### config.mk
export PLATFORM = sky130hd
export DESIGN_NAME = mem_stage
export DESIGN_NICKNAME = d
export VERILOG_FILES = /design/src/rtl/mem_stage_pkg.sv /design/src/rtl/mem_stage_timer.sv /design/src/rtl/mem_stage.sv
export SDC_FILE = /design/constraint.sdc
export NUM_CORES = 1
export LEC_CHECK = 0
export ABC_AREA = 1
export CORE_ASPECT_RATIO = 1.1
export CORE_MARGIN = 2
export CORE_UTILIZATION = 40
export CTS_BUF_LIST = sky130_fd_sc_hd__clkbuf_16
export DETAILED_ROUTE_END_ITERATION = 16
export GPL_TIMING_DRIVEN = 0
export PLACE_DENSITY = 0.88
export SETUP_SLACK_MARGIN = 0.05
export SYNTH_ARGS = -nofsm -noshare
export SYNTH_HDL_FRONTEND = slang
export SYNTH_HIERARCHICAL = 1
export SYNTH_SLANG_ARGS = --single-unit
### constraint.sdc
create_clock -name clk -period 2.2 [get_ports clk]
set_input_delay 0.66 -clock clk [delete_from_list [all_inputs] [get_ports clk]]
set_output_delay 0.66 -clock clk [all_outputs]
set_load 0.05 [all_outputs]
### src/rtl/mem_stage_pkg.sv
// Shared state encoding and default sizing for the memory pipeline stage.
package mem_stage_pkg;

  localparam int unsigned ADDR_W_DEF      = 8;
  localparam int unsigned DATA_W_DEF      = 64;
  localparam int unsigned TIMEOUT_CYC_DEF = 15;
  localparam int unsigned WREG_W          = 3;

  typedef enum logic [1:0] {
    IDLE  = 2'd0,
    REQ   = 2'd1,
    RWAIT = 2'd2,
    DONE  = 2'd3
  } state_e;

endpackage

### src/rtl/mem_stage_timer.sv
// Wait counter for a memory access: cleared when a request starts, counts REQ/RWAIT cycles,
// and flags the cycle on which the access has used up its allowed time.
module mem_stage_timer
  import mem_stage_pkg::*;
#(
  parameter int unsigned LIMIT = TIMEOUT_CYC_DEF
) (
  input  logic clk,
  input  logic rst,
  input  logic clear,
  input  logic enable,
  output logic expired
);

  localparam int unsigned CNT_W = $clog2(LIMIT + 1);

  logic [CNT_W-1:0] cnt_q;
  logic [CNT_W-1:0] cnt_d;

  // Saturates at LIMIT so a late grant on the last cycle cannot wrap the count.
  always_comb begin
    cnt_d = cnt_q;
    if (clear) begin
      cnt_d = '0;
    end else if (enable && (cnt_q != CNT_W'(LIMIT))) begin
      cnt_d = cnt_q + CNT_W'(1);
    end
  end

  always_ff @(posedge clk) begin
    if (!rst) begin
      cnt_q <= '0;
    end else begin
      cnt_q <= cnt_d;
    end
  end

  assign expired = enable && (cnt_q >= CNT_W'(LIMIT - 1));

endmodule

### src/rtl/mem_stage.sv
// Memory pipeline stage: issues one load/store per EX/M op over a req/gnt/rvalid port and stalls until done.
// Optional feature: define MEM_STAGE_PERF_CNT_EN to add the 32-bit stall_cnt performance counter.
module mem_stage
  import mem_stage_pkg::*;
#(
  parameter int unsigned ADDR_W      = ADDR_W_DEF,
  parameter int unsigned DATA_W      = DATA_W_DEF,
  parameter int unsigned TIMEOUT_CYC = TIMEOUT_CYC_DEF
) (
  input  logic              clk,
  input  logic              rst,
  input  logic              WRegEn_M,
  input  logic              WMemEn_M,
  input  logic [ADDR_W-1:0] R1_out_M,
  input  logic [DATA_W-1:0] R2_out_M,
  input  logic [WREG_W-1:0] WReg1_M,
  output logic              dmem_req,
  output logic              dmem_we,
  output logic [ADDR_W-1:0] dmem_addr,
  output logic [DATA_W-1:0] dmem_wdata,
  input  logic              dmem_gnt,
  input  logic              dmem_rvalid,
  input  logic [DATA_W-1:0] dmem_rdata,
  output logic              stall_M,
  output logic              WRegEn_WB,
  output logic [WREG_W-1:0] WReg1_WB,
  output logic [DATA_W-1:0] WData_WB,
  output logic              err_o
`ifdef MEM_STAGE_PERF_CNT_EN
  ,
  output logic [31:0]       stall_cnt
`endif
);

  state_e            state_q;
  logic              store_q;
  logic [WREG_W-1:0] dest_q;
  logic              op_c;
  logic              timer_clr_c;
  logic              timer_en_c;
  logic              expired;

  assign op_c        = WRegEn_M | WMemEn_M;
  assign timer_clr_c = (state_q == IDLE) && op_c;
  assign timer_en_c  = (state_q == REQ) || (state_q == RWAIT);
  assign stall_M     = op_c && (state_q != DONE);

  mem_stage_timer #(
    .LIMIT (TIMEOUT_CYC)
  ) u_timer (
    .clk     (clk),
    .rst     (rst),
    .clear   (timer_clr_c),
    .enable  (timer_en_c),
    .expired (expired)
  );

  // A handshake in the expiry cycle takes priority over the abort path.
  always_ff @(posedge clk) begin
    if (!rst) begin
      state_q    <= IDLE;
      store_q    <= 1'b0;
      dest_q     <= '0;
      dmem_req   <= 1'b0;
      dmem_we    <= 1'b0;
      dmem_addr  <= '0;
      dmem_wdata <= '0;
      WRegEn_WB  <= 1'b0;
      WReg1_WB   <= '0;
      WData_WB   <= '0;
      err_o      <= 1'b0;
    end else begin
      WRegEn_WB <= 1'b0;
      case (state_q)
        IDLE: begin
          if (op_c) begin
            store_q    <= WMemEn_M;
            dest_q     <= WReg1_M;
            dmem_addr  <= R1_out_M;
            dmem_wdata <= R2_out_M;
            dmem_req   <= 1'b1;
            dmem_we    <= WMemEn_M;
            state_q    <= REQ;
          end
        end
        REQ: begin
          if (dmem_gnt) begin
            dmem_req <= 1'b0;
            dmem_we  <= 1'b0;
            if (store_q) begin
              WReg1_WB <= dest_q;
              state_q  <= DONE;
            end else begin
              state_q  <= RWAIT;
            end
          end else if (expired) begin
            dmem_req <= 1'b0;
            dmem_we  <= 1'b0;
            WReg1_WB <= dest_q;
            WData_WB <= '0;
            err_o    <= 1'b1;
            state_q  <= DONE;
          end
        end
        RWAIT: begin
          if (dmem_rvalid) begin
            WRegEn_WB <= 1'b1;
            WReg1_WB  <= dest_q;
            WData_WB  <= dmem_rdata;
            state_q   <= DONE;
          end else if (expired) begin
            WReg1_WB <= dest_q;
            WData_WB <= '0;
            err_o    <= 1'b1;
            state_q  <= DONE;
          end
        end
        DONE: begin
          state_q <= IDLE;
        end
      endcase
    end
  end

`ifdef MEM_STAGE_PERF_CNT_EN
  // Stall cycle counter, saturating at all-ones.
  always_ff @(posedge clk) begin
    if (!rst) begin
      stall_cnt <= '0;
    end else if (stall_M && (stall_cnt != '1)) begin
      stall_cnt <= stall_cnt + 32'd1;
    end
  end
`endif

endmodule

==> metrics, run 1 <==
outcome complete, no violations; Worst Path Buf+Inv 1; clock root buffer clkbuf_16; average wire per standard cell 14.75 µm; startpoint types register; post-synth cell types 25; Crit path largest cell delay 0.55 ns; Clock Path Buffers 2; CP Capture Type output port; slowest CP cell dlygate4sd2_1; peak supply drop 625.6 µV; Slew headroom 60.98%; Worst Clk Skew 0.008551 ns; TNS Setup 0 ns; worst reg2reg path depth 8; final hold vios 0; share of layout cells above drive strength 1 10.66%; fin. max-slew vios 0; Clock Sinks 153; Pleak 4.318 nW; Hold Slack 0.4455 ns; Max Freq 496.5 MHz; Area contributors post-synth dfxtp_1 (52%), nor2_1 (19%), o21ai_0 (6.8%); initial antenna violation count 0; DRT antenna net count 0; vias in the first global route 5,720; Remaining DRCs 0; IO Pins 289; total power 7.515 mW; initial core utilization 40.80%; worst slew pin tran 0.5876 ns; Post-Synthesis Cells 730; gr usage total 22.71%; final wirelength 18,330 µm; critical path arrival 1.35 ns; CP delay by family, top buffers and inverters; synthesized flop and latch total 153; Worst-Skew Late Latency 0.42 ns; post-DP HPWL 14,090 µm; PnR worst setup slack 0.1859 ns; final net count 1,193; First DRT Iteration DRCs 232; power per cell area 801.3 mW/mm²; type of the worst min-delay path register to register; Worst Hold Depth 2; Setup Viol. Count Final 0; fin area 0.009379 mm²; die height 130.8 µm; first-pass GRT wire length 27,660 µm; fillcell total 1,215; hold_buf cts 0; Hold Crit Start err_o$_SDFFE_PN0P_; Placed Instance Area 0.008970 mm²; DR vias/cell 4.718; gr ovfl total 0; Yosys top cell by area dfxtp_1; Post-Syn Nets 884; Critical Path RT 1.54 ns; gpl congestion 0.8250; Min-Delay Endpoint err_o$_SDFFE_PN0P_; largest net degree at the start of global routing 17; unrepaired setup endpoints after global routing no; CP Cell Sequence dlygate4sd2_1; Seq/Total Area, Yosys 52.39%; r2r setup slk 0.21 ns; pre-CTS worst setup slack -0.7413 ns; die area 0.01560 mm²; Avg Cell Area, Syn 8.009 µm²; Final min period 2.014 ns; Crit Path Category register to output port; Yosys warnings 6; n_diodes 0; TritonCTS clock tree yes; count of input and output buffers 288; drt pass-1 iters 5; Synth-to-Final Area Change 60.41%; number of buffers created by CTS 17; CTS HTree Levels 4; R2R Path End WData_WB[7]$_SDFFE_PN0P_; critical path peak fanout 2; worst r2r src state_q[0]$_SDFFE_PN0P_; Core Area 0.01433 mm²; Mapped Area 0.005847 mm²; Tcrit/Tclk final 91.55%; row cnt 46; Die Span X 119.3 µm; Clock Pin Slew Worst Setup and Hold Paths 0.06 ns; share of the synthesized area in the top cell type 52.39%; Max-Cap Viols 0; DR vias 5,864
[cell usage after synthesis, drive strengths merged]
cell type,number
nor2,303
dfxtp,153
o21ai,85
nor3,64
nand2,30
buf,29
inv,23
clkbuf,15
ha,9
nand3,7
a21oi,6
nand4,4
a21boi,1
or2,1
[what timing repair did]
action	4_1_cts	5_1_grt
pin swaps	1	2
resized for setup	159	9
setup endpoints to repair	204	65
buffers inserted	1	1
[metal layers]
layer | vias up | part of all wire (%) | GRT usage, %
li1 | 2946 | - | -
met1 | 2624 | 35 | 21.99
met2 | 257 | 51 | 41.99
met3 | 37 | 9.9 | 9.418
met4 | 0 | 3.7 | 11.20
met5 | - | 0 | 0
[worst max-delay path by stage]
| stage | start | end | slack (ns) | depth (start not counted) |
|---|---|---|---|---|
| floorplan | WRegEn_M | stall_M | 0.08 | 4 |
| global placement | WMemEn_M | stall_M | -0.74 | 6 |
| detailed placement | WMemEn_M | stall_M | -0.74 | 6 |
| CTS | WRegEn_M | stall_M | -0.05 | 6 |
| global route | state_q[0]$_SDFFE_PN0P_ | WData_WB[10]$_SDFFE_PN0P_ | 0.08 | 8 |
| finish | dmem_wdata[8]$_SDFFE_PN0P_ | dmem_wdata[8] | 0.19 | 1 |
[layout make-up]
class	instances	area, µm²	area share (%)
flip-flops and latches	153	3065	32.68
repair buffers	290	2721	29.02
multi-input cells	510	2426	25.87
clock buffers	17	425.4	4.536
plain buffers	44	302.8	3.228
well taps	192	240.2	2.561
clock inverters	14	111.4	1.187
inverters	23	86.33	0.9205
[report_power, final]
group | internal [mW] | total (mW) | switching, mW
combinational | 0.595 | 1.76 | 1.16
sequential | 2.97 | 3.07 | 0.101
clock | 1.53 | 2.69 | 1.15
total | 5.10 | 7.52 | 2.42
[cell usage in the layout, fill, tap and decap left out, drive strengths merged]
cell / netlist / routed
buf: 29 / 31
clkdlybuf4s50: 0 / 142
nor3: 64 / 64
nand4: 4 / 4
dfxtp: 153 / 153
ha: 9 / 9
o21ai: 85 / 85
a21boi: 1 / 1
dlygate4sd2: 0 / 144
dlymetal6s2s: 0 / 1
a21oi: 6 / 6
clkbuf: 15 / 33
bufinv: 0 / 1
nand2: 30 / 30
nand3: 7 / 7
inv: 23 / 26
or2: 1 / 1
clkinv: 0 / 8
clkinvlp: 0 / 2
nor2: 303 / 303
[sequential cells by signal, indices dropped and copies added (netlist names)]
name,count
err_o,1
store_q,1
WRegEn_WB,1
u_timer/cnt_q,4
dmem_req,1
dmem_addr,8
dmem_wdata,64
WReg1_WB,3
dmem_we,1
WData_WB,64
dest_q,3
state_q,2
[through the flow]
stage,util (%),cells
2_1_floorplan,-,730
3_3_place_gp,62.59,1210
3_5_place_dp,62.59,1210
4_1_cts,65.31,1242
5_1_grt,65.44,1243
6_report,65.44,1243
[cells by family after synthesis]
group | after synthesis | synth area share [%]
fa+ha+maj | 9 | 1.926
compound gates | 92 | 7.918
flops | 153 | 52.39
buf+inv | 67 | 6.377
simple gates | 409 | 31.39
No activity file was read; power rests on OpenSTA's default activity.
==> run 2, diff against run 1 <==
--- a/config.mk
+++ b/config.mk
@@ -10,6 +10,7 @@
 export CORE_MARGIN = 2
 export CORE_UTILIZATION = 40
 export CTS_BUF_LIST = sky130_fd_sc_hd__clkbuf_16
+export CTS_CLUSTER_DIAMETER = 80
 export DETAILED_ROUTE_END_ITERATION = 16
 export GPL_TIMING_DRIVEN = 0
 export PLACE_DENSITY = 0.88
==> results of run 2 <==
Same layout as run 1: the final DEF is identical, and so are final timing and power.
